### src/rtl/scan_cfg_loader.sv
// scan_cfg_loader: streams config bytes into a scan chain and returns the displaced bits as bytes.
module scan_cfg_loader #(
  parameter int CHAIN_LEN = 512,
  parameter int CNT_W = 16
) (
  input  logic       clk,
  input  logic       rst,
  input  logic       start,
  input  logic       abort,
  input  logic       in_valid,
  input  logic [7:0] in_data,
  output logic       in_ready,
  output logic       out_valid,
  output logic [7:0] out_data,
  input  logic       out_ready,
  output logic       sc_en,
  output logic       sc_in,
  input  logic       sc_out,
  output logic       busy,
  output logic       done,
  output logic       aborted
);
  typedef enum logic [2:0] {IDLE, FETCH, SHIFT, EMIT, FIN} state_t;
  localparam logic [CNT_W-1:0] LAST = CNT_W'(CHAIN_LEN);
  state_t r_state;
  logic [CNT_W-1:0] r_cnt;
  logic [2:0] r_idx;
  logic [7:0] r_sr, r_cap;
  logic r_aborted;
  logic w_shift_end;
  assign w_shift_end = (r_idx == 3'd7) || (r_cnt == LAST - 1'b1);
  assign in_ready  = r_state == FETCH;
  assign sc_en     = r_state == SHIFT;
  assign sc_in     = sc_en & r_sr[0];
  assign out_valid = r_state == EMIT;
  assign out_data  = out_valid ? r_cap : 8'h00;
  assign busy      = r_state != IDLE;
  assign done      = r_state == FIN;
  assign aborted   = r_aborted;
  always_ff @(posedge clk) begin
    if (rst) begin
      r_state   <= IDLE;
      r_cnt     <= '0;
      r_idx     <= '0;
      r_sr      <= '0;
      r_cap     <= '0;
      r_aborted <= 1'b0;
    end else begin
      r_aborted <= 1'b0;
      if (abort && r_state != IDLE) begin
        r_state   <= IDLE;
        r_aborted <= 1'b1;
      end else begin
        case (r_state)
          IDLE: if (start) begin
            r_cnt   <= '0;
            r_cap   <= '0;
            r_state <= FETCH;
          end
          FETCH: if (in_valid) begin
            r_sr    <= in_data;
            r_idx   <= '0;
            r_state <= SHIFT;
          end
          SHIFT: begin
            // sc_out is the chain tail before this edge's shift
            r_cap[r_idx] <= sc_out;
            r_sr  <= r_sr >> 1;
            r_idx <= r_idx + 3'd1;
            r_cnt <= r_cnt + 1'b1;
            if (w_shift_end) r_state <= EMIT;
          end
          EMIT: if (out_ready) begin
            if (r_cnt == LAST) r_state <= FIN;
            else begin
              r_cap   <= '0;
              r_state <= FETCH;
            end
          end
          FIN: r_state <= IDLE;
          default: r_state <= IDLE;
        endcase
      end
    end
  end
endmodule

### config.mk
export PLATFORM = sky130hd
export DESIGN_NAME = scan_cfg_loader
export DESIGN_NICKNAME = d
export VERILOG_FILES = /design/src/rtl/scan_cfg_loader.sv
export SDC_FILE = /design/constraint.sdc
export NUM_CORES = 1
export LEC_CHECK = 0
export ABC_CLOCK_PERIOD_IN_PS = 1500
export CORE_UTILIZATION = 40
export CTS_CLUSTER_SIZE = 30
export DETAILED_ROUTE_END_ITERATION = 7
export GPL_TIMING_DRIVEN = 0
export PLACE_DENSITY = 0.73
export SETUP_SLACK_MARGIN = 0.4
export SYNTH_ARGS = -nofsm -noshare
export SYNTH_HDL_FRONTEND = slang
export SYNTH_SLANG_ARGS = --single-unit
### constraint.sdc
create_clock -name clk -period 1.5 [get_ports clk]
set_input_delay 0.15 -clock clk [delete_from_list [all_inputs] [get_ports clk]]
set_output_delay 0.15 -clock clk [all_outputs]
set_load 0.1 [all_outputs]
## Word level (Yosys, flattened, before mapping)

Cells that the tools add are included.

| storage, ports and cells | value |
|---|---|
| register bits | 39 |
| logic and storage cells | 58 |
| bits of input ports | 15 |
| output and inout bits | 15 |

| cells by class | value |
|---|---|
| mux-type cells | 21 |
| reductions and logical operators | 13 |
| $add $sub $neg | 2 |
| eq/ne operators | 12 |
| order comparisons | 2 |
| bitwise logic cells | 2 |

Operators with widths:

| cell | count |
|---|---|
| $mux W8 | 5 |
| $pmux W16 S2 | 1 |
| $pmux W8 S3 | 1 |
| $mux W3 | 6 |
| $add A16 B1 Y16 const B | 1 |
| $eq A16 B10 Y1 const B | 1 |
| $eq A16 B9 Y1 const B | 1 |
| $mux W16 | 1 |
| $pmux W8 S2 | 1 |
| $pmux W3 S4 | 1 |
| $bwmux W8 | 1 |
| $eq A3 B2 Y1 const B | 2 |
| $eq A3 B3 Y1 const B | 2 |
| $ne A2 B2 Y1 const B | 3 |
| $pmux W3 S2 | 1 |
| $reduce_and A3 Y1 | 2 |
| $reduce_bool A3 Y1 | 2 |
| $reduce_and A5 Y1 | 1 |
| $lt A3 B4 Y1 const B | 1 |
| $ne A2 B1 Y1 const B | 2 |
| $reduce_and A4 Y1 | 1 |
| $reduce_bool A2 Y1 | 2 |
| $add A3 B1 Y3 const B | 1 |
| $demux W1 S3 | 1 |
| other kinds (9) | 11 |

## Logic depth before layout (Yosys ltp)

| depth | value |
|---|---|
| word-level depth | 6 |
| mapped depth | 7 |
| mapped depth without buffers | 6 |

## Worst setup path after synthesis

No wires, ideal clock.

| timing | value |
|---|---|
| kind | flip-flop to flip-flop |
| start point | register r_state[2] |
| end point | register r_state[1] |
| setup slack | -1.886 ns |
| cell stages (with the launch flop) | 5 |
| clock period less this slack | 3.386 ns |
| setup time | 0.123 ns |
| data arrival time | 3.263 ns |
| path buffers | 1 |
| data required time | 1.377 ns |
| cells stage by stage | dfxtp_1 -> buf_1 -> nor3b_1 -> mux2i_1 -> nor2_1 |

| on the way | value |
|---|---|
| longest elaborated chain between the ends | 3 |
| elaborated cells between the ends (all ways) | 13 |
| classes of those cells | 7 x eq/ne; 1 x mux; 5 x reduce/logical |

RTL lines:

| what | line | source |
|---|---|---|
| start, declared | 25 | `state_t r_state;` |
| start signal, assigned | 42 | `r_state <= IDLE;` |
| start signal, assigned | 51 | `r_state <= IDLE;` |
| start signal, assigned | 58 | `r_state <= FETCH;` |
| $eq A3 B1 Y1 (*) | -- |  |
| named net in_ready | 12 | `output logic in_ready,` |
| $ne A2 B2 Y1 (no line) | -- |  |
| $reduce_and A4 Y1 (no line) | -- |  |

The timed path passes the listed nets; every way through them passes the cells marked *.
A chain may end at the register's enable or synchronous reset.

## Worst setup path after layout

| timing | value |
|---|---|
| start point | register r_cnt[1] |
| end point | register r_cap[0] |

| on the way | value |
|---|---|
| longest elaborated chain between the ends | 3 |

RTL lines:

| what | line | source |
|---|---|---|
| start, declared | 26 | `logic [CNT_W-1:0] r_cnt;` |
| start signal, assigned | 70 | `r_cnt <= r_cnt + 1'b1;` |
| $eq A16 B10 Y1 | 74 | `if (r_cnt == LAST) r_state <= FIN;` |
| $ne A2 B2 Y1 (no line) | -- |  |
| $reduce_and A5 Y1 (no line) | -- |  |
| end signal, assigned by index | 67 | `r_cap[r_idx] <= sc_out;` |
| end, declared | 28 | `logic [7:0] r_sr, r_cap;` |

No other way between the ends.

==> metrics.txt <==
ys flop type=dfxtp_1; f_max=around 550 MHz; Comb pwr share=59.6%; Die Area=5470 um2; core area=4850 um2; hold path cells=3; crit path launch type=flip-flop; power density of the placed cells=1240 nW/um2; Largest delay share family, worst path=simple AND/OR/NAND/NOR gates; final hold violations=0; Post-Syn Area=approximately 2100 um2; outcome=finished, violations left; HP Start=abort; Area Overhead vs Synth=82.8%; Final Non-Filler Cells=407; Initial Utilization=42.7%; Pleak=1.36 nW; Clock Path Buffers=2; CP cell instances=inv_1 -> ha_1 -> nand3_2 -> buf_4 -> nor3_2 -> a211oi_4 -> a211oi_1; die height=between 70 and 80 um; clock sink count=39; GR Util All Layers=25.0%; setup slack, reg-to-reg=-0.31 ns; Inserted Clock Buffers=5; TritonCTS clock tree=built; hold_ws=0.296 ns; Arrival @ worst endpoint=2.01 ns; # DRC=0; clock latency on the worst-skew pair=0.29 ns; leading area contributor after synthesis=dfxtp_1; CTS Hold Buffers Added=0; Finished Cell Area=3790 um2; Hold WC Path Type=in -> reg; port buffer count=29; maximum VDD drop=1180 uV; Int Pwr=2.80 mW; FF-to-FF End=r_cap[0]$_SDFFE_PP0P_; Avg Inst Size Synth=between 8 and 9 um2; Die W=74.0 um; P_sw=1.89 mW; worst hold endpoint=aborted$_SDFF_PP0_; Slew Limit Fails=0; final setup fails=47; DR vias/cell=5.64; violated checks=negative setup slack; largest net degree at the start of global routing=13; ratio of final minimum period to clock period=121%; R2R cell count=7; DRT iter0 DRCs=172; Flop pwr share=25.7%; FF+latch count, synth=39; # rows=25; share of the synthesized area in the top cell type=37.7%; gr ovfl total=0; reg-to-reg startpoint=r_cnt[1]$_SDFFE_PP0P_; final RePlAce weighted congestion=about 0.86; share of cells above drive strength 1=between 50% and 60%; critical path required time=about 1.7 ns; DR pass1 iterations=4; setup ws final=-0.313 ns; total chip power=4.69 mW; CP bufs+invs=2; number of synthesized flops with an enable pin=0; Root Driver=clkbuf_8; initial antenna violation count=0; CP Capture Type=flip-flop; Synth Instances=252; diodes inserted=0; Net count, final=358; register area share after synthesis=around 38%; Slowest-stage cell, CP=dfxtp_1; post-route ant nets=0; top cells by area, synth=dfxtp_1, nor2_1, nand2_1; Placed Cells=348; critical path type=reg -> reg; Worst-Margin Slew=0.573 ns; Yosys warnings=0; drt total wl=roughly 7400 um; vias post-DR=2295; number of global-route vias before repair=2156; RSZ-0062 raised after global routing=true; slew margin rel.=61.8%; critical path fanouts, max=8; Sw Ratio=40.4%; Crit path depth=7; max cap viols=0; IO Count=30; Max stage delay on crit path=roughly 0.36 ns; crit path time final=1.81 ns; clock slew at reported path FFs=about 0.080 ns; FFs w/ async S/R, synth=0%; Placed Instance Area=about 2600 um2; wire length per cell=18.3 um; clock power share=between 10 and 15%; DP HPWL=3490 um; syn_nets=271; H-tree depth=2; count of cell types in the netlist=48; Fin Clk Skew=0.00420 ns; first-pass GRT wire length=10400 um; Setup WS pre-CTS=-0.999 ns
## state kept, by name (all words and copies together), names as in the netlist
name and flops:
r_sr 8, r_idx 3, r_cap 8, aborted 1, r_state 3, r_cnt 16
## cells in the final DEF, fill, tap and decap left out, types with 8 or more instances in the layout
master	n
and2_4	8
o21ai_0	11
buf_12	18
a211oi_1	9
nand2_1	23
dfxtp_2	9
dfxtp_1	29
a41oi_2	8
nor2_1	18
clkdlybuf4s50_1	13
buf_4	29
nor2_2	8
buf_6	23
## cells in the mapped netlist, types with 2 or more instances
cell / count
nor2_1: 31
a41oi_1: 8
or3_1: 5
a311oi_1: 7
nand3_1: 6
buf_1: 2
nand2_1: 29
nor4_1: 2
xnor2_1: 6
and2_1: 12
a211oi_1: 9
inv_1: 4
o31ai_1: 2
buf_4: 2
o21ai_0: 12
buf_2: 2
a21oi_1: 11
nand3_2: 2
buf_6: 2
nor2b_1: 4
mux2i_1: 3
and3_1: 3
xor2_1: 4
nor3b_1: 3
clkbuf_1: 5
nand2b_1: 4
dfxtp_1: 39
nor3_1: 6
inv_2: 2
ha_1: 4
nand4_1: 4
## cell type report
cell class,count,area (um2)
buffer,13,160
clock buffer,5,68.8
clock inverter,3,15.0
fill,278,1060
inverter,6,40.0
multi-input combinational,194,1700
sequential,39,796
tap,67,83.8
timing repair buffer,80,926
## power by group through the flow
| stage | logic (mW) | clock network (mW) | registers, mW |
|---|---|---|---|
| 3_3_place_gp | 1.43 | 0 | 1.21 |
| 3_5_place_dp | 1.45 | 0 | 1.21 |
| 4_1_cts | 2.21 | 0.705 | 1.19 |
| 2_1_floorplan | 1.11 | 0 | 1.23 |
| 5_1_grt | 2.93 | 0.746 | 1.22 |
| 6_report | 2.80 | 0.691 | 1.21 |
## worst max path at each step
stage / startpoint / to / slack [ns]
3_3_place_gp: r_state[0]$_SDFFE_PP0P_ / sc_en / -0.98
4_1_cts: r_cnt[8]$_SDFFE_PP0P_ / r_cap[0]$_SDFFE_PP0P_ / -0.16
6_report: r_cnt[1]$_SDFFE_PP0P_ / r_cap[0]$_SDFFE_PP0P_ / -0.31
2_1_floorplan: r_state[0]$_SDFFE_PP0P_ / r_state[1]$_SDFFE_PP0P_ / -0.24
3_5_place_dp: r_state[0]$_SDFFE_PP0P_ / sc_en / -1.0
5_1_grt: r_cnt[1]$_SDFFE_PP0P_ / r_cap[0]$_SDFFE_PP0P_ / -0.37
## per-layer routing
metal	part of all wire [%]	vias up	wire length (um)	track usage (%)
li1	-	1084	-	-
met1	41	1095	3040	31.2
met2	51	91	3800	41.9
met3	4.6	25	342	5.28
met4	3.6	0	265	10.5
met5	0	-	0	0
## tightest hold or removal path: cells and delay by family
kind,cells,cell delay [ns]
buffers and inverters,1,0.24
and+or+nand+nor,2,0.16
## timing repair
| action | in CTS | in global routing |
|---|---|---|
| gates resized for setup | 207 | 57 |
| gates cloned | 3 | 1 |
| pin swaps | 40 | 27 |
| endpoints found under the setup margin | 54 | 53 |
| setup buffers | 26 | 21 |
| endpoints found under the hold margin | 0 | 0 |
## logic make-up (layout without fill, tap and decap cells)
logic type,Yosys count,in the layout,share of synthesized area [%]
buffers and inverters,19,107,4.65
multiplexers,3,3,1.45
XOR/XNOR,10,10,4.23
adder cells (fa/ha/maj),4,4,2.42
AND/OR/NAND/NOR,119,119,29.0
flip-flops,39,39,37.7
AO/OA/AOI/OAI,58,58,20.6
## stage by stage
stage | utilization (%) | TNS (ns)
floorplan | - | -1.18
global placement | 53.8 | -21.64
detailed placement | 53.8 | -21.41
CTS | 70.0 | -2.42
global route | 78.1 | -8.60
finish | 78.1 | -5.80
Power figures use the tool's default switching activity.
